**config.mk**
```make
export PLATFORM = sky130hd
export DESIGN_NAME = mc_control_fsm
export DESIGN_NICKNAME = d
export VERILOG_FILES = /design/src/rtl/mc_control_fsm.sv
export SDC_FILE = /design/constraint.sdc
export NUM_CORES = 1
export LEC_CHECK = 0
export CAP_MARGIN = 0
export CORE_AREA = 2 2 39 41
export DETAILED_ROUTE_END_ITERATION = 6
export DIE_AREA = 0 0 41 43
export GPL_TIMING_DRIVEN = 0
export PLACE_DENSITY = 0.66
export SLEW_MARGIN = 20
export SYNTH_ARGS = -nofsm -noshare
export SYNTH_HDL_FRONTEND = slang
export SYNTH_SLANG_ARGS = --single-unit
```
**constraint.sdc**
```tcl
create_clock -name clk -period 2.7 [get_ports clk]
set_input_delay 0.675 -clock clk [delete_from_list [all_inputs] [get_ports clk]]
set_output_delay 0.675 -clock clk [all_outputs]
set_load 0.1 [all_outputs]
```
**src/rtl/mc_control_fsm.sv**
```systemverilog
// Multi-cycle RISC-V control FSM.
// Sequences IF/ID/EX/MEM/WB for the base opcode classes. Every control output is
// decoded combinationally from the state register and the current inputs.
module mc_control_fsm #(
    parameter int ECALL_HALT = 1
) (
    input  logic       clk,
    input  logic       reset,
    input  logic [6:0] opcode,
    input  logic       bcond,
    input  logic       halt_req,
    input  logic       mem_ready,
    output logic       pc_write,
    output logic [1:0] pc_source,
    output logic       ir_write,
    output logic       mem_read,
    output logic       mem_write,
    output logic       i_or_d,
    output logic       reg_write,
    output logic [1:0] wb_sel,
    output logic       alu_src_a,
    output logic [1:0] alu_src_b,
    output logic       halted
);

    typedef enum logic [2:0] {
        S_RST  = 3'd0,
        S_IF   = 3'd1,
        S_ID   = 3'd2,
        S_EX   = 3'd3,
        S_MEM  = 3'd4,
        S_WB   = 3'd5,
        S_HALT = 3'd6
    } state_t;

    localparam logic [6:0] OP_R      = 7'b0110011;
    localparam logic [6:0] OP_I      = 7'b0010011;
    localparam logic [6:0] OP_LOAD   = 7'b0000011;
    localparam logic [6:0] OP_STORE  = 7'b0100011;
    localparam logic [6:0] OP_BRANCH = 7'b1100011;
    localparam logic [6:0] OP_JAL    = 7'b1101111;
    localparam logic [6:0] OP_JALR   = 7'b1100111;
    localparam logic [6:0] OP_ECALL  = 7'b1110011;

    // PC select and write-back select encodings
    localparam logic [1:0] PCS_PC4    = 2'b00;
    localparam logic [1:0] PCS_ALUOUT = 2'b01;
    localparam logic [1:0] PCS_JALR   = 2'b10;
    localparam logic [1:0] WB_ALUOUT  = 2'b00;
    localparam logic [1:0] WB_MDR     = 2'b01;
    localparam logic [1:0] WB_PC4     = 2'b10;
    localparam logic [1:0] SRCB_RS2   = 2'b00;
    localparam logic [1:0] SRCB_IMM   = 2'b10;

    state_t r_state;
    state_t w_next;

    // State register; reset forces RST immediately so every output drops to 0.
    always_ff @(posedge clk or negedge reset) begin
        if (!reset) begin
            r_state <= S_RST;
        end else begin
            r_state <= w_next;
        end
    end

    // Next-state and output decode; all outputs default to 0 each cycle.
    always_comb begin
        w_next    = r_state;
        pc_write  = 1'b0;
        pc_source = PCS_PC4;
        ir_write  = 1'b0;
        mem_read  = 1'b0;
        mem_write = 1'b0;
        i_or_d    = 1'b0;
        reg_write = 1'b0;
        wb_sel    = WB_ALUOUT;
        alu_src_a = 1'b0;
        alu_src_b = SRCB_RS2;
        halted    = 1'b0;

        case (r_state)
            S_RST: begin
                w_next = S_IF;
            end

            S_IF: begin
                mem_read = 1'b1;
                if (mem_ready) begin
                    ir_write = 1'b1;
                    w_next   = S_ID;
                end
            end

            S_ID: begin
                // PC + imm goes into ALUOut for a possible branch/JAL target.
                alu_src_b = SRCB_IMM;
                w_next    = S_EX;
            end

            S_EX: begin
                case (opcode)
                    OP_R: begin
                        alu_src_a = 1'b1;
                        alu_src_b = SRCB_RS2;
                        w_next    = S_WB;
                    end
                    OP_I, OP_JALR: begin
                        alu_src_a = 1'b1;
                        alu_src_b = SRCB_IMM;
                        w_next    = S_WB;
                    end
                    OP_LOAD, OP_STORE: begin
                        alu_src_a = 1'b1;
                        alu_src_b = SRCB_IMM;
                        w_next    = S_MEM;
                    end
                    OP_BRANCH: begin
                        pc_write  = 1'b1;
                        pc_source = bcond ? PCS_ALUOUT : PCS_PC4;
                        w_next    = S_IF;
                    end
                    OP_JAL: begin
                        // Target already sits in ALUOut from ID.
                        w_next = S_WB;
                    end
                    OP_ECALL: begin
                        if ((ECALL_HALT != 0) && halt_req) begin
                            w_next = S_HALT;
                        end else begin
                            pc_write = 1'b1;
                            w_next   = S_IF;
                        end
                    end
                    default: begin
                        // Unknown opcode retires as a no-op.
                        pc_write = 1'b1;
                        w_next   = S_IF;
                    end
                endcase
            end

            S_MEM: begin
                i_or_d = 1'b1;
                if (opcode == OP_LOAD) begin
                    mem_read = 1'b1;
                end else begin
                    mem_write = 1'b1;
                end
                if (mem_ready) begin
                    if (opcode == OP_LOAD) begin
                        w_next = S_WB;
                    end else begin
                        pc_write = 1'b1;
                        w_next   = S_IF;
                    end
                end
            end

            S_WB: begin
                reg_write = 1'b1;
                pc_write  = 1'b1;
                w_next    = S_IF;
                case (opcode)
                    OP_LOAD: begin
                        wb_sel = WB_MDR;
                    end
                    OP_JAL: begin
                        wb_sel    = WB_PC4;
                        pc_source = PCS_ALUOUT;
                    end
                    OP_JALR: begin
                        wb_sel    = WB_PC4;
                        pc_source = PCS_JALR;
                        alu_src_a = 1'b1;
                        alu_src_b = SRCB_IMM;
                    end
                    default: begin
                        wb_sel = WB_ALUOUT;
                    end
                endcase
            end

            S_HALT: begin
                halted = 1'b1;
            end

            default: begin
                w_next = S_RST;
            end
        endcase
    end

endmodule

```
## Word level (Yosys, flattened, before mapping)

Index checks and enable logic that the tools add are counted.

- Equal/unequal tests: 16
- Muxes and demuxes: 31
- Bitwise gates (word level): 1
- Reductions and logical operators: 9

Operators by type and width:

| cell | count |
|---|---|
| 7-bit equality test, second input constant | 4 |
| 3-bit case mux with 6 select lines | 1 |
| 7-bit by 6-bit equality test with 1-bit output, second input constant | 2 |
| 1-bit 2-to-1 mux | 14 |
| 3-bit 2-to-1 mux | 4 |
| 2-bit case mux with 2 select lines | 3 |
| 3-bit equality test, second input constant | 3 |
| 3-bit case mux with 3 select lines | 1 |
| 4-bit OR reduction | 2 |
| 7-bit by 2-bit equality test with 1-bit output, second input constant | 1 |
| 7-bit by 5-bit equality test with 1-bit output, second input constant | 1 |
| 3-bit by 2-bit equality test with 1-bit output, second input constant | 2 |
| 2-bit 2-to-1 mux | 3 |
| 1-bit case mux with 2 select lines | 3 |
| 2-bit case mux with 3 select lines | 1 |
| 2-bit OR reduction | 3 |
| 6-bit OR reduction | 1 |
| 5-bit OR reduction | 1 |
| 2-bit != test, second input constant | 2 |
| 3-bit by 1-bit equality test with 1-bit output, second input constant | 1 |
| 3-bit zero test | 1 |
| 1-bit case mux with 3 select lines | 1 |
| 3-bit AND reduction | 1 |
| 1-bit NOT | 1 |

- Bits in registers: 3
- Input bits: 12
- Output and inout port bits: 14

## Longest topological paths before layout

Gate-level depths: netlist of run 1.

- Word-level depth: 4
- Depth in mapped cells: 6

## Worst setup path before layout of run 1

OpenSTA, ideal clock, no wires.

- Path kind: input to output
- Start point: input port opcode[2]
- End point: output port alu_src_b[1]
- Data arrival time: 3.591 ns
- Path slack: -1.566 ns
- Cell stages on the path: 4
- Buffers on the path: 0
- Cells stage by stage: and4bb_4 > nor2b_1 > a21boi_0 > o32ai_1

- Longest elaborated chain between the ends: 4
- Elaborated cells between the ends (all ways): 8
- Those cells by class: 4 x eq/ne; 3 x mux; 1 x reduce/logical

Ends and longest elaborated chain:

| item | line | text |
|---|---|---|
| start, declared | 9 | `input logic [6:0] opcode,` |
| 7-bit by 2-bit equality test with 1-bit output (tied with other cells) | 102 | `case (opcode)` |
| 4-bit OR reduction (no source line) | n/a |  |
| 2-bit 2-to-1 mux | 102 |  |
| 2-bit case mux with 3 select lines * | 82 | `case (r_state)` |
| end, declared | 22 | `output logic [1:0] alu_src_b,` |

Mark *: on every way between the ends. The rest lies on a longest branch, timed or not.

## Worst setup path after layout of run 1

- Start point: input port opcode[4]
- End point: output port pc_write

- Longest elaborated chain between the ends: 4
- Elaborated cells between the ends (all ways): 12
- Those cells by class: 7 x eq/ne; 4 x mux; 1 x reduce/logical

Ends and longest elaborated chain:

| item | line | text |
|---|---|---|
| 7-bit by 2-bit equality test with 1-bit output (tied with other cells) | 102, 151 |  |
| 6-bit OR reduction (no source line) or 1-bit 2-to-1 mux (tied branches) | n/a |  |
| 1-bit case mux with 2 select lines or 1-bit 2-to-1 mux (tied branches) | 102, 150 |  |
| 1-bit case mux with 3 select lines * | 82 |  |
| end, declared | 13 | `output logic pc_write,` |

Marked as above.

==> results of run 1 <==
## worst min path at each step
stage	depth (start not counted)	end	startpoint	slack, ns
finish	1	r_state[0]	reset	0.62
floorplan	0	r_state[0]	reset	0.38
global route	1	r_state[0]	reset	0.62
CTS	1	r_state[0]	reset	0.62
global placement	1	r_state[1]	r_state[0]	0.66
detailed placement	1	r_state[1]	r_state[0]	0.62
## cell families after synthesis
| group | after synthesis | share of synthesized area |
|---|---|---|
| and+or+nand+nor | 30 | 0.473 |
| DFF | 3 | 0.182 |
| buffers and inverters | 4 | 0.0485 |
| other | 1 | 0.00908 |
| AOI/OAI and AO/OA | 16 | 0.288 |
## timing repair
action,CTS,global route
pin swaps,3,5
cloned,0,0
setup endpoints to repair,13,7
gates resized for setup,96,10
hold buffers,0,0
buffers inserted,3,3
## metal layers
metal	GRT usage	up-vias
met2	0.259	23
met4	0.100	0
met3	0.0471	4
met1	0.211	237
li1	-	268
met5	0	-
## placed cells by master (no fill, tap or decap), types with 2 or more instances in the layout
cell type	instances
buf_4	8
buf_12	3
nor2_1	4
nand2_1	7
clkbuf_4	3
nor2b_1	2
dfrtp_1	3
o21ai_0	3
buf_2	5
nand2b_1	2
buf_6	3
dlygate4sd2_1	3
clkdlybuf4s50_1	4
clkdlybuf4s15_2	2
clkbuf_2	3
## stage by stage
stage                     worst slack [ns]  utilization  total power (W)
after global placement               -1.45        0.547         0.000519
after floorplan                     -0.147            -         0.000424
final                               0.0352        0.609         0.000646
after detailed placement             -1.46        0.547         0.000519
after CTS                          0.00843        0.607         0.000652
after global routing              -0.00878        0.609         0.000682
## where the power goes
| part | leakage (nW) | total [W] | switching, W | internal (W) |
|---|---|---|---|---|
| Clock | 0.0150 | 0.0000808 | 0.0000253 | 0.0000555 |
| Combinational | 0.303 | 0.000493 | 0.000338 | 0.000155 |
| Sequential | 0.0369 | 0.0000723 | 0.0000140 | 0.0000583 |
## layout make-up
cell class,count,area [µm²]
plain buffers,2,12.5
well taps,16,20.0
repair buffers,30,285
inverters,2,11.3
fillers,141,541
multi-input cells,47,413
flip-flops and latches,3,75.1
clock buffers,4,26.3
==> impl_metrics.yaml, run 1 <==
critical_path:
  path_cells: "clkdlybuf4s15_2 > and3b_1 > and4_4 > a21o_1 > o221ai_2 > buf_8"
  cp-start-kind: "input port"
  crit_family: "buffers and inverters"
  cp_data_arrival_time_ns: 1.99
  crit_buf_inv: 2
  critPathKind: "in -> out"
  r2r_cells: 4
  worstReg2RegEnd: "r_state[0]"
  r2r_start: "r_state[2]"
  slowest_delay_ns: 0.24
  worstSetupEndpointType: "primary output"
  cp.depth: 6
  reg2reg_slack_ns: 1.21
  worstPathRequired_ns: 2.03
  cp_max_fo: 5
  critPathSlowestCell: "clkdlybuf4s15_2"
  crit_end: "pc_write"
  critPathLaunch: "opcode[4]"
synth:
  synth_seq_cells: 3
  synth_common_cells: "7 x nand2_1, 5 x nor2_1, 4 x o21ai_0, 3 x dfrtp_1, 3 x nor2b_1"
  yosysWarnings: 0
  synth_cell_types: 32
  synthFlopType: "dfrtp_1"
  synth_nets: 66
  yosys.area.top_type: "dfrtp_1"
  synth_area_leaders: "dfrtp_1 18%, nand2_1 6.4%, nor4b_4 5.8%"
  synth_top_area_share: 0.182
  synth_edf_count: 0
  synth.yosys.seq_area_share: 0.182
  yosysMostFrequentCell: "nand2_1"
  async_flop_share: 1.00
  synth_area_um2: 413
  avgSynthCellArea_um2: 7.65
  syn_inst: 54
global_routing:
  grt_antenna_before_repair: 0
  grtUsageTotal: 0.173
  grt_pass1_vias: 494
  grt_first_pass_wirelength_um: 2060
  grt_max_degree: 11
  grt_overflow: 0
sta:
  finalHoldViolCount: 0
  relSlewSlack: 0.370
  finalSetupViolCount: 0
  final_max_slew_viol_count: 0
  period_minus_slack_ns: 2.66
  fin_skew_ns: 0.00691
  finalSetupTns_ns: 0
  hold_ws_ns: 0.620
  finalCritPeriodShare: 0.987
  worst_pin_slew_ns: 0.949
  fmax_mhz: 375
layout:
  largest-register: "r_state"
  nets: 101
  antenna_cells: 0
  largest_reg_flops: 3
  syn_to_final_growth_pct: 104
  fin_area_um2: 843
  reg_top3: "r_state (3)"
  stdcell_count: 104
  drive_above_1_share: 0.511
route:
  wl_um: 1290
  dr_wl_met3_um: 105
  first_pass_iters: 3
  drt-met1-wl_um: 547
  drt-initial-drc-count: 2
  ant_nets: 0
  wl_per_cell_um: 12.4
  wl_met2_um: 608
  drc: 0
  viasPerCell: 5.12
  top_layer_used: "met4"
  vias: 532
pwr:
  peakVddDrop_v: 0.000245
  p_per_area_nw_per_um2: 766
  power.leakage_nw: 0.355
placement:
  place_area_um2: 757
  numPortBuffers: 24
  gp_congestion: 0.692
  place_hpwl_um: 930
  dp.cells: 94
hold_path:
  holdCritPathClass: "in -> async"
die:
  std_cell_rows: 14
  start_util: 0.298
  coreArea_um2: 1380
  die_w_um: 41
  ioPinCount: 26
  die_height_um: 43
  dieArea_um2: 1760
cts:
  cts_tree: "yes"
  cts_buffers: 3
  clock_path_buffers: 2
  clk_latency_ns: 0.24
  htreeDepth: 1
  cts_sinks: 3
  cts_root_buf: "clkbuf_4"
  clkTransAtPathRegs_ns: 0.04
flow_run:
  cap_viol_max_count: 0
outcome:
  status: "finished clean"
Note: power is estimated with default switching activity, not from simulation.
==> inputs of run 2 (changes only) <==
--- a/config.mk
+++ b/config.mk
@@ -11,6 +11,7 @@
 export DIE_AREA = 0 0 41 43
 export GPL_TIMING_DRIVEN = 0
 export PLACE_DENSITY = 0.66
+export SKIP_CTS_REPAIR_TIMING = 1
 export SLEW_MARGIN = 20
 export SYNTH_ARGS = -nofsm -noshare
 export SYNTH_HDL_FRONTEND = slang
==> run 2 against run 1 <==
Non-clock buffer count down 3. Core utilization down 0.45 points. Flip-flop and latch count unchanged. Via count down 2.3%. Global-route usage down 0.80 points. Register-to-register slack better by 0.02 ns. Sequential share of layout area up 0.067 points. Die area unchanged. Final area down 0.74%. Power down 0.58%. Clock power down 0.6%. Count of clock-buffer cells in the layout unchanged. Largest power group unchanged.
==> impl_metrics.yaml, run 2 (synthesized netlist as in run 1, its figures left out) <==
global_routing:
  grtUsageTotal: 0.165
  grt_first_pass_wirelength_um: 1950
  grt_max_degree: 11
  grt_pass1_vias: 464
  grt_antenna_before_repair: 0
  grt_overflow: 0
layout:
  syn_to_final_growth_pct: 103
  drive_above_1_share: 0.435
  antenna_cells: 0
  seqCellArea_um2: 75.1
  fill_cells: 139
  most-common-layout-cells: "7 x nand2_1, 7 x dlymetal6s2s_1, 5 x buf_4"
  nets: 98
  stdcell_count: 101
  reg_top3: "r_state (3)"
  largest_reg_flops: 3
  largest-register: "r_state"
  multi_input_area_um2: 404
  fin_area_um2: 837
  final_util: 0.605
sta:
  period_minus_slack_ns: 2.69
  finalSetupViolCount: 0
  grt_setup_unrepaired: "true"
  final_max_slew_viol_count: 0
  fin_ws_ns: 0.00737
  fin_skew_ns: 0.00658
  relSlewSlack: 0.358
  finalHoldViolCount: 0
  worst_pin_slew_ns: 0.962
  finalCritPeriodShare: 0.997
  fmax_mhz: 371
placement:
  gp_congestion: 0.692
  dp.cells: 94
  place_hpwl_um: 930
  pre_cts_slack_ns: -1.46
  place_area_um2: 757
  numPortBuffers: 24
critical_path:
  reg2reg_slack_ns: 1.23
  cp_data_arrival_time_ns: 2.02
  cp_max_fo: 5
  cp-start-kind: "input port"
  r2r_cells: 4
  r2r_start: "r_state[2]"
  crit_end: "alu_src_b[1]"
  worstPathRequired_ns: 2.03
  critPathKind: "in -> out"
  worstSetupEndpointType: "primary output"
  critPathLaunch: "opcode[3]"
  worstReg2RegEnd: "r_state[0]"
die:
  die_w_um: 41
  ioPinCount: 26
  start_util: 0.298
  std_cell_rows: 14
  dieArea_um2: 1760
  coreArea_um2: 1380
  die_height_um: 43
cts:
  cts_sinks: 3
  htreeDepth: 1
  cts_buffers: 3
  cts_root_buf: "clkbuf_4"
  cts_tree: "yes"
  clock_path_buffers: 2
  clk_latency_ns: 0.24
  clkTransAtPathRegs_ns: 0.04
pwr:
  p_per_area_nw_per_um2: 767
  peakVddDrop_v: 0.000250
  power.leakage_nw: 0.411
route:
  vias: 520
  drc: 0
  first_pass_iters: 4
  ant_nets: 0
  wl_um: 1280
  wl_per_cell_um: 12.7
  drt-initial-drc-count: 7
  viasPerCell: 5.15
flow_run:
  cap_viol_max_count: 0
hold_path:
  holdCritPathClass: "in -> async"
outcome:
  status: "finished clean"
==> run 2: changes by cell type in the layout (fill, tap and decap cells not counted) <==
cell,previous run,this run
buf_4,8,5
dlymetal6s2s_1,0,7
clkbuf_2,3,4
dlygate4sd2_1,3,0
buf_6,3,2
nor2b_2,0,1
buf_2,5,2
o21ai_0,3,4
nor2b_4,1,0
clkbuf_4,3,4
a21boi_1,0,1
o21ai_1,1,0
clkdlybuf4s15_2,2,0
a21boi_2,1,0
==> run 2: per-layer routing <==
metal  share of wire  vias up  GRT usage
met2            0.45       23      0.244
met4           0.023        0      0.100
li1                -      260          -
met5               0        -          0
met1            0.45      233      0.201
met3           0.078        4     0.0471
==> run 2: worst max-delay path: stages <==
cell      delay, ns
clkbuf_2       0.15
and4bb_4       0.39
nor2b_2        0.20
a21boi_1       0.13
o32ai_4        0.26
buf_12         0.21
==> run 2: worst min path at each step <==
stage | start | endpoint | slack, ns
2_1_floorplan | reset | r_state[0] | 0.38
3_3_place_gp | r_state[0] | r_state[1] | 0.66
3_5_place_dp | r_state[0] | r_state[1] | 0.62
4_1_cts | reset | r_state[0] | 0.62
5_1_grt | reset | r_state[0] | 0.62
6_report | reset | r_state[0] | 0.62
==> run 2: cell type report <==
type	count	area share
Tap cell	16	0.0239
Multi-Input combinational cell	47	0.483
Clock buffer	4	0.0314
Buffer	2	0.0149
Inverter	2	0.0135
Timing Repair Buffer	27	0.344
Sequential cell	3	0.0897
==> run 2: power by group <==
part	switching (W)	leakage (nW)	total, W	internal, W
Combinational	0.000337	0.359	0.000490	0.000153
Clock	0.0000249	0.0150	0.0000803	0.0000555
Sequential	0.0000136	0.0369	0.0000719	0.0000583
Total	0.000376	0.411	0.000642	0.000267
==> run 2: metrics by stage <==
step,total power [W],TNS [ns],hold slack (ns)
global placement,0.000519,-11.67,0.664
global route,0.000678,-0.0823,0.618
finish,0.000642,0,0.619
detailed placement,0.000519,-11.78,0.621
CTS,0.000604,-12.48,0.617
floorplan,0.000424,-0.270,0.379
==> inputs of run 3 (changes only) <==
--- a/config.mk
+++ b/config.mk
@@ -7,6 +7,7 @@
 export LEC_CHECK = 0
 export CAP_MARGIN = 0
 export CORE_AREA = 2 2 39 41
+export CTS_CLUSTER_SIZE = 20
 export DETAILED_ROUTE_END_ITERATION = 6
 export DIE_AREA = 0 0 41 43
 export GPL_TIMING_DRIVEN = 0
==> results of run 3 <==
The final DEF is identical to that of run 2; final timing and power are the same.
